## src/rtl/rob_pkg.sv

```systemverilog
// Shared types for the ROB retire stage: the ROB entry layout and the retire FSM states.
package rob_pkg;

  localparam int PREG_W = 6;
  localparam int AREG_W = 5;

  typedef struct packed {
    logic              done;
    logic              exc;
    logic              rd_valid;
    logic [AREG_W-1:0] areg;
    logic [PREG_W-1:0] preg;
    logic [PREG_W-1:0] old_preg;
    logic [31:0]       pc;
  } rob_entry_t;

  localparam int ENTRY_W = $bits(rob_entry_t);

  typedef enum logic {
    RUN   = 1'b0,
    DRAIN = 1'b1
  } retire_state_t;

endpackage

```

## src/rtl/rob_retire_up_counter.sv

```systemverilog
// Free-running enable-gated up counter; wraps naturally at 2^W.
module up_counter #(
  parameter int W = 64
) (
  input  logic         clk_i,
  input  logic         rst_aL_i,
  input  logic         en_i,
  output logic [W-1:0] count_o
);

  logic [W-1:0] count_q;

  always_ff @(posedge clk_i or negedge rst_aL_i) begin
    if (!rst_aL_i) begin
      count_q <= '0;
    end else if (en_i) begin
      count_q <= count_q + W'(1);
    end
  end

  assign count_o = count_q;

endmodule

```

## src/rtl/rob_retire.sv

```systemverilog
// In-order retire stage: pops completed ROB heads, issues registered commit/free writes,
// and on an excepting head pulses flush and drains the ROB, freeing squashed mappings.
module rob_retire
  import rob_pkg::*;
#(
  parameter logic [31:0] TRAP_VEC   = 32'h0,
  parameter int          WDOG_LIMIT = 1024
) (
  input  logic              clk,
  input  logic              rst_aL,
  input  logic              deq_valid,
  input  rob_entry_t        deq_data,
  output logic              deq_ready,
  output logic              commit_valid,
  output logic [AREG_W-1:0] commit_areg,
  output logic [PREG_W-1:0] commit_preg,
  output logic              free_valid,
  output logic [PREG_W-1:0] free_preg,
  output logic              flush,
  output logic [31:0]       redirect_pc,
  output logic [31:0]       epc,
  output logic              draining,
  output logic [63:0]       instret,
  output logic              watchdog_err
);

  // Handshake: an entry leaves the ROB on a cycle where deq_valid && deq_ready.
  // deq_ready is a function of state and the head entry only, never of the output registers.

  localparam int CTR_W = (WDOG_LIMIT > 2) ? $clog2(WDOG_LIMIT) : 1;
  localparam logic [CTR_W-1:0] CTR_MAX = CTR_W'(WDOG_LIMIT - 1);

  retire_state_t     state_q, state_d;
  logic              commit_valid_q, commit_valid_d;
  logic [AREG_W-1:0] commit_areg_q, commit_areg_d;
  logic [PREG_W-1:0] commit_preg_q, commit_preg_d;
  logic              free_valid_q, free_valid_d;
  logic [PREG_W-1:0] free_preg_q, free_preg_d;
  logic              flush_q, flush_d;
  logic [31:0]       epc_q, epc_d;
  logic              wdog_q, wdog_d;
  logic [CTR_W-1:0]  stall_q, stall_d;
  logic              retire_inc;

  always_comb begin
    state_d        = state_q;
    deq_ready      = 1'b0;
    commit_valid_d = 1'b0;
    commit_areg_d  = '0;
    commit_preg_d  = '0;
    free_valid_d   = 1'b0;
    free_preg_d    = '0;
    flush_d        = 1'b0;
    epc_d          = epc_q;
    wdog_d         = wdog_q;
    stall_d        = '0;
    retire_inc     = 1'b0;
    case (state_q)
      RUN: begin
        if (deq_valid && deq_data.done) begin
          deq_ready = 1'b1;
          if (deq_data.exc) begin
            flush_d = 1'b1;
            epc_d   = deq_data.pc;
            state_d = DRAIN;
          end else begin
            retire_inc     = 1'b1;
            commit_valid_d = deq_data.rd_valid;
            free_valid_d   = deq_data.rd_valid;
            if (deq_data.rd_valid) begin
              commit_areg_d = deq_data.areg;
              commit_preg_d = deq_data.preg;
              free_preg_d   = deq_data.old_preg;
            end
          end
        end else if (deq_valid) begin
          // Head present but incomplete: count stall cycles, saturating at the limit.
          if (stall_q == CTR_MAX) begin
            wdog_d  = 1'b1;
            stall_d = stall_q;
          end else begin
            stall_d = stall_q + CTR_W'(1);
          end
        end
      end
      DRAIN: begin
        deq_ready = 1'b1;
        if (deq_valid) begin
          // Squashed mapping: release the new preg, not old_preg.
          free_valid_d = deq_data.rd_valid;
          if (deq_data.rd_valid) free_preg_d = deq_data.preg;
        end else begin
          state_d = RUN;
        end
      end
      default: state_d = RUN;
    endcase
  end

  always_ff @(posedge clk or negedge rst_aL) begin
    if (!rst_aL) begin
      state_q        <= RUN;
      commit_valid_q <= 1'b0;
      commit_areg_q  <= '0;
      commit_preg_q  <= '0;
      free_valid_q   <= 1'b0;
      free_preg_q    <= '0;
      flush_q        <= 1'b0;
      epc_q          <= '0;
      wdog_q         <= 1'b0;
      stall_q        <= '0;
    end else begin
      state_q        <= state_d;
      commit_valid_q <= commit_valid_d;
      commit_areg_q  <= commit_areg_d;
      commit_preg_q  <= commit_preg_d;
      free_valid_q   <= free_valid_d;
      free_preg_q    <= free_preg_d;
      flush_q        <= flush_d;
      epc_q          <= epc_d;
      wdog_q         <= wdog_d;
      stall_q        <= stall_d;
    end
  end

  up_counter #(.W(64)) u_instret (
    .clk_i    (clk),
    .rst_aL_i (rst_aL),
    .en_i     (retire_inc),
    .count_o  (instret)
  );

  assign commit_valid = commit_valid_q;
  assign commit_areg  = commit_areg_q;
  assign commit_preg  = commit_preg_q;
  assign free_valid   = free_valid_q;
  assign free_preg    = free_preg_q;
  assign flush        = flush_q;
  assign redirect_pc  = flush_q ? TRAP_VEC : 32'h0;
  assign epc          = epc_q;
  assign draining     = (state_q == DRAIN);
  assign watchdog_err = wdog_q;

endmodule

```

## config.mk

```make
export PLATFORM = sky130hd
export DESIGN_NAME = rob_retire
export DESIGN_NICKNAME = d
export VERILOG_FILES = /design/src/rtl/rob_pkg.sv /design/src/rtl/rob_retire_up_counter.sv /design/src/rtl/rob_retire.sv
export SDC_FILE = /design/constraint.sdc
export NUM_CORES = 1
export LEC_CHECK = 0
export BUFFER_PORTS_ARGS = -buffer_cell sky130_fd_sc_hd__clkbuf_2
export CAP_MARGIN = 40
export CORE_MARGIN = 2
export CORE_UTILIZATION = 50
export DETAILED_ROUTE_END_ITERATION = 7
export PLACE_DENSITY = 0.89
export SYNTH_ARGS = -nofsm -noshare
export SYNTH_HDL_FRONTEND = slang
export SYNTH_SLANG_ARGS = --single-unit
```

## constraint.sdc

```tcl
create_clock -name clk -period 2.5 [get_ports clk]
set_clock_uncertainty 0.15 [all_clocks]
set_input_delay 0.375 -clock clk [delete_from_list [all_inputs] [get_ports clk]]
set_output_delay 0.375 -clock clk [all_outputs]
set_load 0.01 [all_outputs]
```

==> results.yml, run 1 <==
yosys:
  synthDominantCellAreaShare_pct: 55.3
  synth.largest_area_cell: "dfrtp_1"
  synth.avg_cell_area_um2: 10.4
  ys_ff_latch: 128
  yosysMostFrequentCell: "nand2_1"
  synthArstFlopShare_pct: 100
  synth_cell_types: 42
  syn_inst: 558
  yosysWarnings: 0
  yosys-top-cells-count: "129 x nand2_1, 128 x dfrtp_1, 35 x xor2_1"
  synth_edf_count: 0
  synthesis.area_um2: 5790
  synthTopCellsByArea: "dfrtp_1 55%, nand2_1 8.4%, xor2_1 5.3%"
  ys.flop_type: "dfrtp_1"
  ys_seq_area_share_pct: 55.3
grt:
  grt_remaining_overflow: 0
  first_global_vias: 4887
  antenna_found_initial: 0
  grt_use_total_pct: 24.7
  grt_pass1_wl_mm: 24.4
  grt_max_degree: 47
floorplan:
  io_pins: 206
  die_y_um: 112
  num_rows: 39
  start_util_pct: 50.9
  dieArea_um2: 12500
  die_w_um: 112
  coreArea_um2: 11400
pwr:
  seq_power_share_pct: 43.6
  p_total_mw: 5.32
  peakVddDrop_v: 0.000494
  p_leak_nw: 4.16
  powerDensity_nw_per_um2: 695
  power_frac_clock_pct: 46.2
  p_sw_share_pct: 24.8
  pwr-share-comb_pct: 10.2
  power_switching_mw: 1.32
  power.internal_mw: 4.00
finish:
  drive_above_1_share_pct: 30.7
  utilization_pct: 67.4
  fin_nets: 833
  num_antenna_cells: 0
  area_delta_synth_final_pct: 32.4
  fin_cells: 932
  design_area_um2: 7670
  fillers: 829
hold_path:
  hold_path_startpoint: "deq_data[4]"
  holdPathStages: 3
  hold_class: "in -> reg"
  hold_end: "epc[4]"
setup_path:
  worstPathRequired_ns: 2.69
  setup.worst_path.end_class: "flip-flop"
  critPathMaxFanout: 12
  crit_type: "reg -> reg"
  start_kind: "flip-flop"
  reg2regPathDepth: 5
  r2r_slack_ns: 0.08
  reg2reg_from: "u_instret.count_o[23]"
  arrival_ns: 2.61
  r2r_end: "u_instret.count_o[46]"
sta:
  whs_ns: 0.0196
  grt_setup_unrepaired: "no"
  tightest_slew_ns: 0.624
  fmax_mhz: 413
  finalCriticalPeriod_ns: 2.42
  slew_violations: 0
  finalSetupTns_ns: 0
  hold_viol: 0
  fin_ws_ns: 0.0771
  max_slew_margin_pct: 58.4
  finalSetupViolCount: 0
  post-route-period-util_pct: 96.9
status:
  status: "finished clean"
cts:
  cts_max_level: 4
  numCtsBuffers: 17
  cts_root_buf: "clkbuf_16"
  clk_pin_slew_worst_paths_ns: 0.06
  clock_path_buffers: 2
  cts_sinks: 128
  clk_latency_ns: 0.42
  tritoncts: "done"
routing:
  vias_per_cell: 5.26
  drtIter0Drc: 316
  wirelength_mm: 15.1
  drc: 0
  ant_nets: 0
  dr_total_vias: 4904
  firstDrtPassIters: 7
  wl_per_cell_um: 16.2
placement:
  place_ws_ns: 0.0633
  post-place-cells: 875
  place_area_um2: 6810
  place_congestion: 0.853
  port-buffer-count: 173
  hpwlAfterDp_mm: 9.94
flow_run:
  drv_cap: 0
-- registers in the layout, indices dropped and copies added, names as in the netlist --
| signal | cells |
|---|---|
| u_instret.count_o | 64 |
| epc | 32 |
| stall_q | 10 |
| commit_preg | 6 |
| free_preg | 6 |
| commit_areg | 5 |
| commit_valid | 1 |
| draining | 1 |
| flush | 1 |
| free_valid | 1 |
| watchdog_err | 1 |
-- worst max path at each step --
stage                                       end                   from
after floorplan           u_instret.count_o[52]  u_instret.count_o[22]
after global placement    u_instret.count_o[25]   u_instret.count_o[5]
after detailed placement  u_instret.count_o[25]   u_instret.count_o[5]
after CTS                 u_instret.count_o[25]   u_instret.count_o[5]
after global routing      u_instret.count_o[62]  u_instret.count_o[23]
final                     u_instret.count_o[46]  u_instret.count_o[23]
-- what timing repair did --
item                                   CTS  global route
pin swaps                                1             2
setup endpoints to repair                1            15
hold buffers                            24             0
gates cloned                             0             0
endpoints found under the hold margin   67             0
resized for setup                        0             3
buffers inserted                         0             1
-- layout by cell type (no fill, tap or decap), types with 4 or more instances in the layout --
master	instances
dlygate4sd3_1	24
nand2_1	129
nor2_1	25
nand4_1	20
xnor2_1	32
buf_4	17
nor4_4	6
a22o_1	6
conb_1	32
clkbuf_16	17
dfrtp_1	127
nor3_1	22
nor4_1	10
nand3_1	34
xor2_1	35
clkbuf_8	4
inv_1	5
and3_1	21
clkbuf_2	172
and2_1	4
-- per-layer routing --
metal	vias up	part of all wire (%)	routed length, um	GRT usage [%]
met5	-	0	0	0
met4	0	1.7	251	8.15
met3	21	6.3	944	6.37
met2	214	52	7840	42.8
met1	2407	40	6060	30.2
li1	2262	-	-	-
-- logic make-up after synthesis --
group | Yosys count | share of synthesized area [%]
mux | 1 | 0.173
fa+ha+maj | 2 | 0.432
xor+xnor | 67 | 10.1
compound gates | 15 | 1.84
simple gates | 292 | 26.4
flops | 128 | 55.3
buf+inv | 52 | 5.60
other cells | 1 | 0.0648
-- power groups by stage --
stage / Combinational (mW) / Sequential [mW] / Clock (mW)
after floorplan: 0.201 / 2.40 / 0
after global placement: 0.487 / 2.34 / 0
after detailed placement: 0.502 / 2.34 / 0
after CTS: 0.530 / 2.31 / 2.49
after global routing: 0.601 / 2.33 / 2.58
final: 0.542 / 2.32 / 2.46
-- worst max-delay path, stage by stage, from the launching register on --
cell and delay, ns:
dfrtp_1 0.44, nand4_2 0.19, or2_1 0.30, or4_4 0.66
nor4_1 0.41, xor2_1 0.19
-- cell type report --
type	instances	area (um^2)	area share (%)
Sequential cell	128	3200	41.8
Multi-Input combinational cell	409	2400	31.3
Timing Repair Buffer	215	1270	16.5
Clock buffer	23	488	6.37
Tap cell	143	179	2.33
Clock inverter	9	106	1.39
Inverter	5	18.8	0.245
No activity file was read; power rests on OpenSTA's default activity.
==> inputs of run 2 (changes only) <==
Settings changed: PLACE_DENSITY 0.89 to unset, PLACE_DENSITY_LB_ADDON set to 0.1.
==> run 2 against run 1 <==
  * Final area shrank 2.0%
  * Power shrank 5.0%
  * Wire length shrank 11%
  * Setup slack gained 0.059 ns
  * Register-to-register slack gained 0.06 ns
  * Die area is the same
  * Final cell count shrank 0.75%
  * Sequential power is essentially flat
  * Worst hold slack lost 0.013 ns
  * Count of clock-buffer cells in the layout grew 3
  * Utilization shrank 1.3 points
==> results.yml, run 2 (synthesis results as in run 1) <==
status:
  status: "finished clean"
flow_run:
  drv_cap: 0
cts:
  tritoncts: "done"
  clk_pin_slew_worst_paths_ns: 0.05
  cts_max_level: 4
  numCtsBuffers: 17
  cts_sinks: 128
  cts_root_buf: "clkbuf_16"
  postCtsSetupBuffers: 0
  clock_path_buffers: 2
  clk_latency_ns: 0.41
routing:
  firstDrtPassIters: 6
  wl_per_cell_um: 14.6
  drtIter0Drc: 307
  dr_total_vias: 4653
  wirelength_mm: 13.5
  drc: 0
  ant_nets: 0
  vias_per_cell: 5.03
sta:
  finalSetupTns_ns: 0
  finalCriticalPeriod_ns: 2.36
  max_slew_margin_pct: 57.1
  post-route-period-util_pct: 94.6
  tightest_slew_ns: 0.643
  grt_setup_unrepaired: "no"
  finalSetupViolCount: 0
  fmax_mhz: 423
  slew_violations: 0
  hold_viol: 0
  fin_ws_ns: 0.136
floorplan:
  dieArea_um2: 12500
  num_rows: 39
  start_util_pct: 50.9
  die_w_um: 112
  io_pins: 206
  coreArea_um2: 11400
  die_y_um: 112
finish:
  largest_register_ffs: 64
  area_delta_synth_final_pct: 29.8
  layout_common_cells: "172 x clkbuf_2, 129 x nand2_1, 128 x dfrtp_1, 35 x xor2_1, 34 x nand3_1"
  final_common_cell: "clkbuf_2"
  utilization_pct: 66.1
  fillers: 925
  drive_above_1_share_pct: 30.9
  fin_nets: 826
  fin_cells: 925
  num_antenna_cells: 0
  design_area_um2: 7510
setup_path:
  critPathMaxFanout: 5
  arrival_ns: 2.50
  r2r_end: "u_instret.count_o[57]"
  reg2reg_from: "u_instret.count_o[5]"
  start_kind: "flip-flop"
  crit_type: "reg -> reg"
  setup.worst_path.end_class: "flip-flop"
  worstPathRequired_ns: 2.64
  reg2regPathDepth: 5
  r2r_slack_ns: 0.14
placement:
  port-buffer-count: 173
  place_area_um2: 6830
  post-place-cells: 879
  place_congestion: 0.818
  place_ws_ns: 0.0741
  hpwlAfterDp_mm: 9.68
hold_path:
  hold_class: "in -> reg"
  hold_path_startpoint: "deq_data[4]"
  holdPathStages: 3
  hold_end: "epc[4]"
pwr:
  p_leak_nw: 4.10
  powerDensity_nw_per_um2: 673
  peakVddDrop_v: 0.000458
grt:
  grt_remaining_overflow: 0
  grt_max_degree: 49
  grt_pass1_wl_mm: 22.6
  first_global_vias: 4621
  antenna_found_initial: 0
  grt_use_total_pct: 22.7
-- run 2: changes by cell type in the layout (fill, tap and decap cells not counted), sizes merged --
| cell | delta |
|---|---|
| buf | +3 |
| dlygate4sd3 | -10 |
| clkbuf | +3 |
| clkinvlp | -3 |
| bufinv | -2 |
| clkinv | +2 |
-- run 2: worst max-delay path by stage --
stage               slack [ns]                    end  cells past startpoint                  start
floorplan                 0.24  u_instret.count_o[52]                      7  u_instret.count_o[22]
global placement          0.12  u_instret.count_o[54]                      6           deq_data[50]
CTS                       0.10  u_instret.count_o[26]                      5               draining
global route              0.02  u_instret.count_o[50]                      5  u_instret.count_o[24]
detailed placement        0.07  u_instret.count_o[30]                      6           deq_data[50]
finish                    0.14  u_instret.count_o[57]                      5   u_instret.count_o[5]
-- run 2: area by class of cell --
| cell class | count | area (um^2) | share of cell area [%] |
|---|---|---|---|
| timing repair buffer | 208 | 1190 | 15.9 |
| clock inverter | 6 | 30.0 | 0.400 |
| tap | 143 | 179 | 2.38 |
| multi-input combinational | 409 | 2380 | 31.7 |
| inverter | 5 | 18.8 | 0.250 |
| sequential | 128 | 3200 | 42.6 |
| clock buffer | 26 | 509 | 6.78 |
-- run 2: critical path, stage by stage (launching register included) --
cell and delay, ns:
dfrtp_1 0.43, nand4_2 0.20, or4_4 0.65, nor4_2 0.48
nand4_1 0.17, xnor2_1 0.15
-- run 2: power by group --
group	total (mW)	leakage, nW	internal [mW]	switching [mW]
logic	0.513	2.11	0.216	0.298
registers	2.31	1.72	2.21	0.104
clock network	2.23	0.274	1.39	0.844
total	5.06	4.10	3.81	1.25
-- run 2: through the flow --
| step | power, mW | hold WS (ns) |
|---|---|---|
| global placement | 2.83 | 0.281 |
| CTS | 5.10 | 0.00110 |
| floorplan | 2.60 | -0.0706 |
| global route | 5.28 | 0.00133 |
| finish | 5.06 | 0.00687 |
| detailed placement | 2.84 | 0.292 |
-- run 2: repair_timing --
item | CTS | global route
endpoints found under the setup margin | 0 | 10
hold endpoints to repair | 58 | 0
gates resized for setup | 0 | 1
hold buffers | 14 | 0
-- run 2: routing by layer --
layer	vias to the layer above	track usage, %	part of all wire, %
met2	148	36.3	48
met3	15	6.97	6.0
met1	2235	29.5	44
met4	0	7.98	1.4
li1	2255	-	-
met5	-	0	0
